**config.mk**
```make
export PLATFORM = sky130hd
export DESIGN_NAME = procyon_lsu_ex_v2
export DESIGN_NICKNAME = d
export VERILOG_FILES = /design/src/rtl/procyon_lsu_ex_v2.sv
export SDC_FILE = /design/constraint.sdc
export NUM_CORES = 1
export LEC_CHECK = 0
export CORE_AREA = 10 10 292 294
export CTS_BUF_LIST = sky130_fd_sc_hd__clkbuf_8
export DETAILED_ROUTE_END_ITERATION = 8
export DIE_AREA = 0 0 302 304
export DONT_BUFFER_PORTS = 1
export PLACE_DENSITY = 0.51
export SYNTH_ARGS = -nofsm -noshare
export SYNTH_HDL_FRONTEND = slang
export SYNTH_SLANG_ARGS = --single-unit
```
**constraint.sdc**
```tcl
create_clock -name clk -period 39 [get_ports clk]
set_input_delay 9.75 -clock clk [delete_from_list [all_inputs] [get_ports clk]]
set_output_delay 9.75 -clock clk [all_outputs]
set_load 0.01 [all_outputs]
```
**src/rtl/procyon_lsu_ex_v2.sv**
```systemverilog
// procyon_lsu_ex_v2: LSU execute stage. Aligns and extends load data,
// flags misaligned accesses, forms CDB/LQ/SQ updates one cycle after the
// dcache lookup, and buffers dirty fill victims in a small FIFO.
module procyon_lsu_ex_v2 #(
  parameter int OPTN_DATA_WIDTH    = 32,
  parameter int OPTN_ADDR_WIDTH    = 32,
  parameter int OPTN_LQ_DEPTH      = 8,
  parameter int OPTN_SQ_DEPTH      = 8,
  parameter int OPTN_DC_LINE_SIZE  = 32,
  parameter int OPTN_ROB_IDX_WIDTH = 5,
  parameter int OPTN_VQ_DEPTH      = 2,
  localparam int DC_LINE_WIDTH     = OPTN_DC_LINE_SIZE * 8,
  localparam int FUNC_W            = 4
) (
  input  logic                          clk,
  input  logic                          rst,
  input  logic                          i_flush,
  input  logic                          i_valid,
  input  logic [FUNC_W-1:0]             i_lsu_func,
  input  logic [OPTN_LQ_DEPTH-1:0]      i_lq_select,
  input  logic [OPTN_SQ_DEPTH-1:0]      i_sq_select,
  input  logic [OPTN_ROB_IDX_WIDTH-1:0] i_tag,
  input  logic [OPTN_ADDR_WIDTH-1:0]    i_addr,
  input  logic                          i_retire,
  input  logic                          i_dc_hit,
  input  logic [OPTN_DATA_WIDTH-1:0]    i_dc_data,
  input  logic                          i_dc_victim_valid,
  input  logic                          i_dc_victim_dirty,
  input  logic [OPTN_ADDR_WIDTH-1:0]    i_dc_victim_addr,
  input  logic [DC_LINE_WIDTH-1:0]      i_dc_victim_data,
  output logic                          o_valid,
  output logic [OPTN_DATA_WIDTH-1:0]    o_data,
  output logic [OPTN_ADDR_WIDTH-1:0]    o_addr,
  output logic [OPTN_ROB_IDX_WIDTH-1:0] o_tag,
  output logic                          o_misaligned,
  output logic                          o_update_lq_en,
  output logic [OPTN_LQ_DEPTH-1:0]      o_update_lq_select,
  output logic                          o_update_lq_retry,
  output logic                          o_update_sq_en,
  output logic [OPTN_SQ_DEPTH-1:0]      o_update_sq_select,
  output logic                          o_update_sq_retry,
  output logic                          o_fill_retry,
  output logic                          o_stall,
  output logic                          o_victim_valid,
  output logic [OPTN_ADDR_WIDTH-1:0]    o_victim_addr,
  output logic [DC_LINE_WIDTH-1:0]      o_victim_data,
  input  logic                          i_victim_ready
);

  localparam logic [FUNC_W-1:0] PCYN_LSU_FUNC_LB   = 4'd0;
  localparam logic [FUNC_W-1:0] PCYN_LSU_FUNC_LH   = 4'd1;
  localparam logic [FUNC_W-1:0] PCYN_LSU_FUNC_LW   = 4'd2;
  localparam logic [FUNC_W-1:0] PCYN_LSU_FUNC_LBU  = 4'd3;
  localparam logic [FUNC_W-1:0] PCYN_LSU_FUNC_LHU  = 4'd4;
  localparam logic [FUNC_W-1:0] PCYN_LSU_FUNC_SB   = 4'd5;
  localparam logic [FUNC_W-1:0] PCYN_LSU_FUNC_SH   = 4'd6;
  localparam logic [FUNC_W-1:0] PCYN_LSU_FUNC_SW   = 4'd7;
  localparam logic [FUNC_W-1:0] PCYN_LSU_FUNC_FILL = 4'd8;

  localparam int OFF_W = $clog2(OPTN_DATA_WIDTH / 8);
  localparam int PTR_W = (OPTN_VQ_DEPTH > 1) ? $clog2(OPTN_VQ_DEPTH) : 1;
  localparam int CNT_W = $clog2(OPTN_VQ_DEPTH + 1);
  localparam logic [CNT_W-1:0] VQ_FULL  = CNT_W'(OPTN_VQ_DEPTH);
  localparam logic [PTR_W-1:0] PTR_LAST = PTR_W'(OPTN_VQ_DEPTH - 1);

  logic [OFF_W-1:0]           off;
  logic [OPTN_DATA_WIDTH-1:0] shifted;
  logic [OPTN_DATA_WIDTH-1:0] load_data;
  logic                       is_load;
  logic                       is_store;
  logic                       is_fill;
  logic                       misaligned;
  logic                       cdb_valid;

  logic [OPTN_ADDR_WIDTH-1:0] vq_addr [OPTN_VQ_DEPTH];
  logic [DC_LINE_WIDTH-1:0]   vq_data [OPTN_VQ_DEPTH];
  logic [PTR_W-1:0]           wr_ptr;
  logic [PTR_W-1:0]           rd_ptr;
  logic [CNT_W-1:0]           count;
  logic [CNT_W-1:0]           count_next;
  logic                       enq_req;
  logic                       enq;
  logic                       deq;

  function automatic logic [PTR_W-1:0] ptr_inc(input logic [PTR_W-1:0] p);
    return (p == PTR_LAST) ? '0 : p + PTR_W'(1);
  endfunction

  assign off     = i_addr[OFF_W-1:0];
  assign shifted = i_dc_data >> {off, 3'b000};

  // Decode the operation class, alignment and extended load result
  always_comb begin
    is_load    = 1'b0;
    is_store   = 1'b0;
    is_fill    = 1'b0;
    misaligned = 1'b0;
    load_data  = shifted;
    case (i_lsu_func)
      PCYN_LSU_FUNC_LB: begin
        is_load   = 1'b1;
        load_data = {{(OPTN_DATA_WIDTH-8){shifted[7]}}, shifted[7:0]};
      end
      PCYN_LSU_FUNC_LH: begin
        is_load    = 1'b1;
        misaligned = off[0];
        load_data  = {{(OPTN_DATA_WIDTH-16){shifted[15]}}, shifted[15:0]};
      end
      PCYN_LSU_FUNC_LW: begin
        is_load    = 1'b1;
        misaligned = |off[1:0];
      end
      PCYN_LSU_FUNC_LBU: begin
        is_load   = 1'b1;
        load_data = {{(OPTN_DATA_WIDTH-8){1'b0}}, shifted[7:0]};
      end
      PCYN_LSU_FUNC_LHU: begin
        is_load    = 1'b1;
        misaligned = off[0];
        load_data  = {{(OPTN_DATA_WIDTH-16){1'b0}}, shifted[15:0]};
      end
      PCYN_LSU_FUNC_SB: is_store = 1'b1;
      PCYN_LSU_FUNC_SH: begin
        is_store   = 1'b1;
        misaligned = off[0];
      end
      PCYN_LSU_FUNC_SW: begin
        is_store   = 1'b1;
        misaligned = |off[1:0];
      end
      PCYN_LSU_FUNC_FILL: is_fill = 1'b1;
      default: ;
    endcase
  end

  assign cdb_valid = ~i_flush & i_valid & ~is_fill & ~i_retire &
                     (i_dc_hit | is_store | misaligned);

  // Control outputs: cleared on reset, qualify the unreset payload below
  always_ff @(posedge clk) begin
    if (rst) begin
      o_valid        <= 1'b0;
      o_misaligned   <= 1'b0;
      o_update_lq_en <= 1'b0;
      o_update_sq_en <= 1'b0;
    end else begin
      o_valid        <= cdb_valid;
      o_misaligned   <= cdb_valid & misaligned;
      o_update_lq_en <= ~i_flush & i_valid & is_load;
      o_update_sq_en <= ~i_flush & i_valid & i_retire;
    end
  end

  // Payload registers; only meaningful when the matching enable is set
  always_ff @(posedge clk) begin
    o_data             <= misaligned ? '0 : load_data;
    o_addr             <= i_addr;
    o_tag              <= i_tag;
    o_update_lq_select <= i_lq_select;
    o_update_lq_retry  <= ~i_dc_hit & ~misaligned;
    o_update_sq_select <= i_sq_select;
    o_update_sq_retry  <= ~i_dc_hit;
  end

  // A full FIFO can still take a victim when the head leaves this cycle
  assign enq_req = i_valid & is_fill & i_dc_victim_valid & i_dc_victim_dirty;
  assign deq     = o_victim_valid & i_victim_ready;
  assign enq     = enq_req & ((count != VQ_FULL) | deq);

  // Occupancy after this cycle's enqueue/dequeue
  always_comb begin
    count_next = count;
    if (enq & ~deq) begin
      count_next = count + CNT_W'(1);
    end else if (~enq & deq) begin
      count_next = count - CNT_W'(1);
    end
  end

  // FIFO pointers, occupancy, registered head-valid and drop pulse
  always_ff @(posedge clk) begin
    if (rst) begin
      wr_ptr         <= '0;
      rd_ptr         <= '0;
      count          <= '0;
      o_victim_valid <= 1'b0;
      o_fill_retry   <= 1'b0;
    end else begin
      if (enq) wr_ptr <= ptr_inc(wr_ptr);
      if (deq) rd_ptr <= ptr_inc(rd_ptr);
      count          <= count_next;
      o_victim_valid <= (count_next != '0);
      o_fill_retry   <= enq_req & ~enq;
    end
  end

  // Victim storage
  always_ff @(posedge clk) begin
    if (enq) begin
      vq_addr[wr_ptr] <= i_dc_victim_addr;
      vq_data[wr_ptr] <= i_dc_victim_data;
    end
  end

  assign o_stall       = (count == VQ_FULL);
  assign o_victim_addr = vq_addr[rd_ptr];
  assign o_victim_data = vq_data[rd_ptr];

endmodule

```
Word level (Yosys, flattened, before mapping)
Memory sizes are Yosys's and may differ from the RTL's. A register that Yosys moved wholly into a read port is not among the register bits.
Cells that the tools add are included.

word-level totals
  register bits after elaboration = 97
  latch bits = 0
  memory bits (writable) = 576
  memory bits (read-only) = 0
  bits of input ports = 386
  output and inout bits = 382
  logic and storage cells = 81
  memories kept = 2

memory list
  name     words  bits a word  rd ports  clocked after Yosys merged registers in  wr ports  line  RTL
  vq_data  2      256          1         1                                        1         76    logic [DC_LINE_WIDTH-1:0] vq_data [OPTN_VQ_DEPTH];
  vq_addr  2      32           1         1                                        1         75    logic [OPTN_ADDR_WIDTH-1:0] vq_addr [OPTN_VQ_DEPTH];

cells by class
  add/sub/neg operators = 4
  multipliers = 0
  divide/modulo/power cells = 0
  magnitude comparators = 0
  equality and inequality tests = 10
  shift-type cells = 1
  multiplexer cells = 15
  bitwise logic cells = 26
  reduce and logical (&&, ||, !) cells = 7

operators by type and width
  kind                                                                    number
  32-bit one-hot mux with 4 select lines                                  1
  32-bit by 5-bit >> shifter with 32-bit output                           1
  1-bit AND                                                               16
  4-bit by 3-bit equality test with 1-bit output (second input constant)  4
  1-bit two-way mux                                                       11
  4-bit by 2-bit equality test with 1-bit output (second input constant)  2
  1-bit NOT                                                               7
  3-bit OR reduction                                                      2
  5-bit OR reduction                                                      1
  4-bit by 1-bit equality test with 1-bit output (second input constant)  1
  4-bit equality test (second input constant)                             1
  4-bit zero test                                                         1
  2-bit two-way mux                                                       2
  2-bit OR reduction                                                      2
  1-bit bitwise OR                                                        3
  1-bit adder (second input constant)                                     2
  2-bit by 1-bit adder with 2-bit output (second input constant)          1
  2-bit equality test (second input constant)                             1
  2-bit != test (second input constant)                                   1
  1-bit one-hot mux with 2 select lines                                   1
  2-bit nonzero test                                                      1
  2-bit by 1-bit subtractor with 2-bit output (second input constant)     1

Depth between registers and ports, before layout
Gate-level depths: netlist of run 1.

  depth in word-level cells = 11
  depth in mapped cells = 7
  gate-level depth less buffers = 6

Worst setup path before layout of run 1
OpenSTA, ideal clock, no wires.

  path type = input to register
  from = input i_lsu_func[2]
  to = memory vq_addr[0][0], enable pin
  setup time = 1.291 ns
  arrival time = 30.251 ns
  data required time = 37.709 ns
  path slack = 7.458 ns
  stages = 4
  path buffers = 1
  path through = buf_6 or4b_4 or2_2 nor3_1

between the ends
  cells in the longest elaborated chain, start to end = 8

RTL lines
  element                                  line  RTL
  from (decl)                              19    input logic [FUNC_W-1:0] i_lsu_func,
  4-bit equality test                      99    case (i_lsu_func)
  1-bit two-way mux                        99
  1-bit AND (3 in series)                  166   assign enq_req = i_valid & is_fill & i_dc_victim_valid & i_dc_victim_dirty;
  1-bit AND                                168   assign enq = enq_req & ((count != VQ_FULL) | deq);
  1-bit two-way mux                        199   if (enq) begin
  1-bit two-way mux (not written as such)  200   vq_addr[wr_ptr] <= i_dc_victim_addr;
  to (decl)                                75

Every way passes these cells.

==> flow_summary_export.csv, run 1 <==
group,metric,value,unit
power,power_density,54.92,mW/mm2
floorplanning,ioPinCount,768,
finish,stdcell_area,0.02728,mm2
sta,rsz0062_at_grt,"no",
finish,nets,1638,
floorplanning,initial_core_util,0.2983,
worst_hold_path,hold_class,"flip-flop to flip-flop",
synth,yosysWarnings,0,
finish,areaGrowthSynthToFinish,14.85,%
floorplanning,coreArea,0.07964,mm2
placement,place_area,0.02501,mm2
global_routing,grt_overflow_total,0,
setup_path,reg2reg_depth,7,
clocking,insertion_delay,710,ps
placement,place_hpwl,44520,um
clocking,cts_tree,"yes",
worst_hold_path,whs_path_depth,2,
sta,period_share,0.3445,
power,power.static_leakage,8.768,nW
route,routed_wl,61050,um
route,drc,0,
setup_path,critPathArrivalTime,3690,ps
clocking,ctsHoldBuffers,0,
floorplanning,dieArea,0.09181,mm2
route,via_count,10670,
setup_path,critPathCapture,"o_victim_addr[12]",
sta,finalMaxSlewViolations,0,
placement,portBuffers,0,
floorplanning,fp.dieH,304,um
setup_path,cp_max_fo,81,
route,wl_per_cell,25.39,um
synth,yosysSeqAreaShare,0.8107,
clocking,numCtsBuffers,107,
sta,final_hold_viol_count,0,
run_status,status,"complete, no violations",
setup_path,r2r-end,"vq_data[1][73]",
sta,max_slew_margin,0.1923,
route,vias_per_cell,4.436,
sta,min_period,13440,ps
floorplanning,die_x,302,um
setup_path,cp_data_required_time,29250,ps
global_routing,grt_max_degree,143,
synth,synth_edf_count,576,
clocking,post_cts_resized,0,
synth,ys_ff_latch,674,
clocking,ctsRootBufferMaster,"clkbuf_8",
clocking,cts.path.max_buffers,3,
route,drt_iter0_drc,485,
route,first_pass_iters,4,
placement,placed_cells,2202,
clocking,h-tree-depth,3,
sta,finalSetupViolCount,0,
clocking,postCtsSetupBuffers,0,
global_routing,grt_pass1_vias,11540,
clocking,clk_pin_slew_worst_paths,60,ps
synth,synthCells,1177,
power,max-vdd-ir-drop,0.03902,mV
sta,hold_slack,515.7,ps
synth,synth_flop_cell,"edfxtp_1",
sta,finalSetupTns,0,ps
synth,synth_area,0.02375,mm2
global_routing,grtUsageTotal,0.1263,
setup_path,rrSetupSlack,35110,ps
setup_path,path_class,"flip-flop to primary output",
route,final_antenna_net_count,0,
clocking,cts.sinks,674,
finish,final_layout_size_suffix_gt1_frac,0.3529,
flow_run,max_cap_viol_count,0,
synth,ys_types,39,
sta,fmax,0.07442,GHz
global_routing,grt_pass1_wl,84940,um
finish,fin_cells,2405,
setup_path,crit_path_start_kind,"flip-flop",
worst_hold_path,min_from,"rd_ptr",
global_routing,antenna_found_initial,5,
synth,avgSynthCellArea,20.18,um2
sta,skew,51.14,ps
floorplanning,rows,104,
synth,synth_nets,1564,
setup_path,cp-end-kind,"primary output",
synth,async_flop_share,0,
setup_path,r2r_start,"count[0]",
sta,worst_slew_pin_slew,1212,ps
placement,place.gp.congestion,0.7571,
[routing by layer]
metal / track usage / vias to the layer above / routed length [um]
met5: 0 / - / 56
met4: 0.03685 / 8 / 1352
met3: 0.07843 / 114 / 8481
met2: 0.2364 / 509 / 33240
met1: 0.1078 / 5285 / 17920
li1: - / 4752 / -
[cell type report]
class | instances | area [um2]
Fill cell | 7585 | 52350
Sequential cell | 674 | 19260
Multi-Input combinational cell | 452 | 4300
Clock buffer | 119 | 1638
Tap cell | 1060 | 1326
Clock inverter | 82 | 633.1
Timing Repair Buffer | 12 | 102.6
Inverter | 4 | 15.01
Antenna cell | 2 | 5.005
[cell usage in the layout, fill, tap and decap left out, drive strengths merged, types with 2 or more instances in the layout]
master | synthesis | routed
buf | 7 | 12
nor4b | 2 | 2
or2 | 2 | 2
o21a | 3 | 3
nand2b | 2 | 2
nand3 | 2 | 2
and2 | 11 | 11
clkbuf | 40 | 119
nor3 | 5 | 5
mux2i | 11 | 11
inv | 4 | 39
nand2 | 20 | 20
bufinv | 0 | 8
diode | 0 | 2
nor2b | 9 | 9
a211oi | 18 | 18
clkinv | 0 | 38
dfxtp | 98 | 98
xnor2 | 2 | 2
a21oi | 26 | 26
nor2 | 18 | 18
edfxtp | 576 | 576
o21ai | 10 | 10
or3 | 2 | 2
mux2 | 297 | 297
nor4 | 2 | 2
[cells in the mapped netlist, drive strengths merged, types with 2 or more instances]
| cell | count | share of area |
|---|---|---|
| a211oi | 18 | 0.0057 |
| nand2 | 20 | 0.0032 |
| or3 | 2 | 0.00053 |
| mux2i | 11 | 0.0046 |
| o21a | 3 | 0.00095 |
| dfxtp | 98 | 0.083 |
| nand2b | 2 | 0.00053 |
| nor3 | 5 | 0.0011 |
| nor2 | 18 | 0.0028 |
| xnor2 | 2 | 0.00074 |
| nor4 | 2 | 0.0012 |
| clkbuf | 40 | 0.0063 |
| inv | 4 | 0.00063 |
| o21ai | 10 | 0.0021 |
| nand3 | 2 | 0.00042 |
| nor2b | 9 | 0.0024 |
| a21oi | 26 | 0.0055 |
| or2 | 2 | 0.00053 |
| mux2 | 297 | 0.14 |
| and2 | 11 | 0.0029 |
| nor4b | 2 | 0.00074 |
| buf | 7 | 0.0016 |
| edfxtp | 576 | 0.73 |
[critical path, cell delays in order, from the launching register on]
cell	delay (ps)
dfxtp_4	790
buf_4	700
buf_4	930
mux2_2	490
[power by group]
| part | total (mW) | switching, mW | internal (mW) |
|---|---|---|---|
| logic | 0.0793 | 0.0460 | 0.0333 |
| clock network | 0.618 | 0.279 | 0.339 |
| registers | 0.801 | 0.0106 | 0.790 |
[sequential cells by signal, indices dropped and copies added (netlist names), 2 cells and up, named ones only]
signal / count
vq_addr: 64
o_addr: 32
o_data: 32
vq_data: 512
o_update_lq_select: 8
o_update_sq_select: 8
o_tag: 5
count: 2
[cells by family after synthesis]
group,count (synthesis),synth area share
buf+inv,51,0.008532
flops,674,0.8107
mux,308,0.1454
simple gates,78,0.01738
compound gates,62,0.01628
fa+ha+maj,1,0.0005266
xor+xnor,3,0.001106
[worst min path at each step]
stage                endpoint  slack, ps
finish              flip-flop        520
global route        flip-flop        590
detailed placement  flip-flop        500
floorplan           flip-flop        480
global placement       rd_ptr        500
CTS                 flip-flop        520
[stage by stage]
step                power (mW)    util  worst slack [ps]
floorplan               0.8776       -              7458
global placement        0.8985  0.3140             25580
detailed placement      0.8982  0.3140             25560
CTS                      1.528  0.3425             25300
global route             1.563  0.3425             25230
finish                   1.498  0.3426             25560
No activity file was read; power rests on OpenSTA's default activity.
==> inputs of run 2 (changes only) <==
PLACE_DENSITY = 0.52   (was 0.51)
clock period = 11.2 ns   (was 39 ns; I/O delays follow)
==> flow_summary_export.csv, run 2 (synthesis results as in run 1) <==
group,metric,value,unit
clocking,post_cts_resized,0,
global_routing,antenna_found_initial,5,
power,power.internal,4.117,mW
floorplanning,coreArea,0.07964,mm2
finish,nets,1636,
finish,final-seq-area,0.01926,mm2
finish,num-fill-cells,7572,
route,final_antenna_net_count,0,
clocking,insertion_delay,690,ps
setup_path,critPathMostFrequentCell,"buf_4",
finish,multi_input_area,0.004307,mm2
setup_path,path_cells,"buf_4 > buf_4 > mux2_2",
power,finalPower,5.264,mW
finish,final_layout_size_suffix_gt1_frac,0.3500,
clocking,ctsHoldBuffers,0,
floorplanning,rows,104,
sta,fmax,0.1545,GHz
clocking,cts.sinks,674,
clocking,ctsRootBufferMaster,"clkbuf_8",
clocking,postCtsSetupBuffers,0,
sta,finalMaxSlewViolations,0,
setup_path,cpPeakStageDelay,970,ps
floorplanning,fp.dieH,304,um
route,first_pass_iters,4,
finish,areaGrowthSynthToFinish,15.26,%
power,p_comb_frac,0.052,
route,vias_per_cell,4.485,
power,p_switching,1.146,mW
clocking,clk_pin_slew_worst_paths,60,ps
route,drc,0,
power,max-vdd-ir-drop,0.1263,mV
route,wl_per_cell,25.93,um
sta,finalSetupViolCount,0,
finish,largest_register_ffs,512,
placement,pre_cts_ws,5314,ps
finish,stdcell_area,0.02738,mm2
setup_path,path_class,"flip-flop to primary output",
sta,layout_setup_ws,4726,ps
floorplanning,ioPinCount,768,
floorplanning,die_x,302,um
placement,place_area,0.02502,mm2
sta,period_share,0.5780,
placement,place_hpwl,45260,um
flow_run,max_cap_viol_count,0,
placement,portBuffers,0,
global_routing,grt_overflow_total,0,
sta,worst_slew_pin_slew,1286,ps
route,routed_wl,62400,um
finish,regMostFlops,"vq_data",
sta,skew,43.93,ps
setup_path,critPathArrivalTime,3670,ps
power,swShare,0.2178,
setup_path,cp_max_fo,100,
sta,final_hold_viol_count,0,
placement,place.gp.congestion,0.8357,
route,via_count,10790,
finish,final_cell_mix,"edfxtp_1 (576), mux2_2 (297), clkbuf_8 (127)",
finish,layout_commonest_cell,"edfxtp_1",
global_routing,grt_pass1_vias,11350,
clocking,cts.path.max_buffers,3,
sta,finalSetupTns,0,ps
floorplanning,dieArea,0.09181,mm2
sta,rsz0062_at_grt,"no",
worst_hold_path,hold_class,"flip-flop to flip-flop",
global_routing,grtUsageTotal,0.1282,
clocking,h-tree-depth,3,
power,p_clk_frac,0.418,
setup_path,crit_path_start_kind,"flip-flop",
power,power.static_leakage,8.779,nW
global_routing,grt_pass1_wl,85830,um
sta,max_slew_margin,0.1424,
global_routing,grt_max_degree,147,
clocking,cts_tree,"yes",
power,p_seq_frac,0.530,
clocking,numCtsBuffers,109,
setup_path,cp_data_required_time,8400,ps
sta,min_period,6474,ps
floorplanning,initial_core_util,0.2983,
route,drt_iter0_drc,647,
run_status,status,"complete, no violations",
power,power_density,192.2,mW/mm2
finish,largestRegisters,"vq_data: 512 flops, vq_addr: 64 flops",
setup_path,cpMaxStageDelayCell,"buf_4",
setup_path,cp-end-kind,"primary output",
[run 2: cell count changes in the layout (fill, tap and decap cells not counted), moves of 2 or more]
cell	delta
clkinv_4	-3
buf_12	+3
clkinv_1	+3
clkinv_2	-7
inv_16	-2
clkbuf_8	+8
buf_4	-7
clkinvlp_4	+3
[run 2: path summary, 6_finish.rpt]
path                            startpoint  depth (start not counted)  slack, ps                 end
worst min register to register      rd_ptr                          2        530           flip-flop
worst max register to register    count[0]                          7       7690     vq_data[1][211]
worst min-delay path                rd_ptr                          2        530           flip-flop
worst max-delay path             flip-flop                          3       4730  o_victim_data[170]
[run 2: area by class of cell]
| type | count | area share |
|---|---|---|
| clock buffer | 127 | 0.06384 |
| inverter | 4 | 0.0005484 |
| timing repair buffer | 8 | 0.004021 |
| multi-input combinational | 452 | 0.1573 |
| tap | 1060 | 0.04844 |
| clock inverter | 78 | 0.02207 |
| antenna | 3 | 0.0002742 |
| sequential | 674 | 0.7035 |
[run 2: stage by stage]
step / instances / util / hold slack, ps
finish: 2406 / 0.3438 / 526.4
global route: 2406 / 0.3438 / 573.9
CTS: 2403 / 0.3437 / 523.3
detailed placement: 2198 / 0.3142 / 507.1
global placement: 2198 / 0.3142 / 498.5
floorplan: 1177 / - / 481.3
[run 2: metal layers]
layer,GRT usage,share of wire,vias to the layer above
li1,-,-,4739
met1,0.1178,0.31,5410
met2,0.2358,0.54,529
met3,0.06271,0.12,110
met4,0.05229,0.030,2
met5,0,0.00011,-
[run 2: power by group through the flow]
stage               Combinational [mW]  Clock [mW]  Sequential [mW]
detailed placement               0.278           0             2.84
global route                     0.290        2.40             2.79
global placement                 0.275           0             2.84
finish                           0.273        2.20             2.79
CTS                              0.280        2.29             2.79
floorplan                        0.230           0             2.82
[run 2: critical path: cells and delay by family, from the launching register on]
kind	cells	cell delay (ps)
buffers and inverters	2	1580
muxes	1	470
DFF	1	740
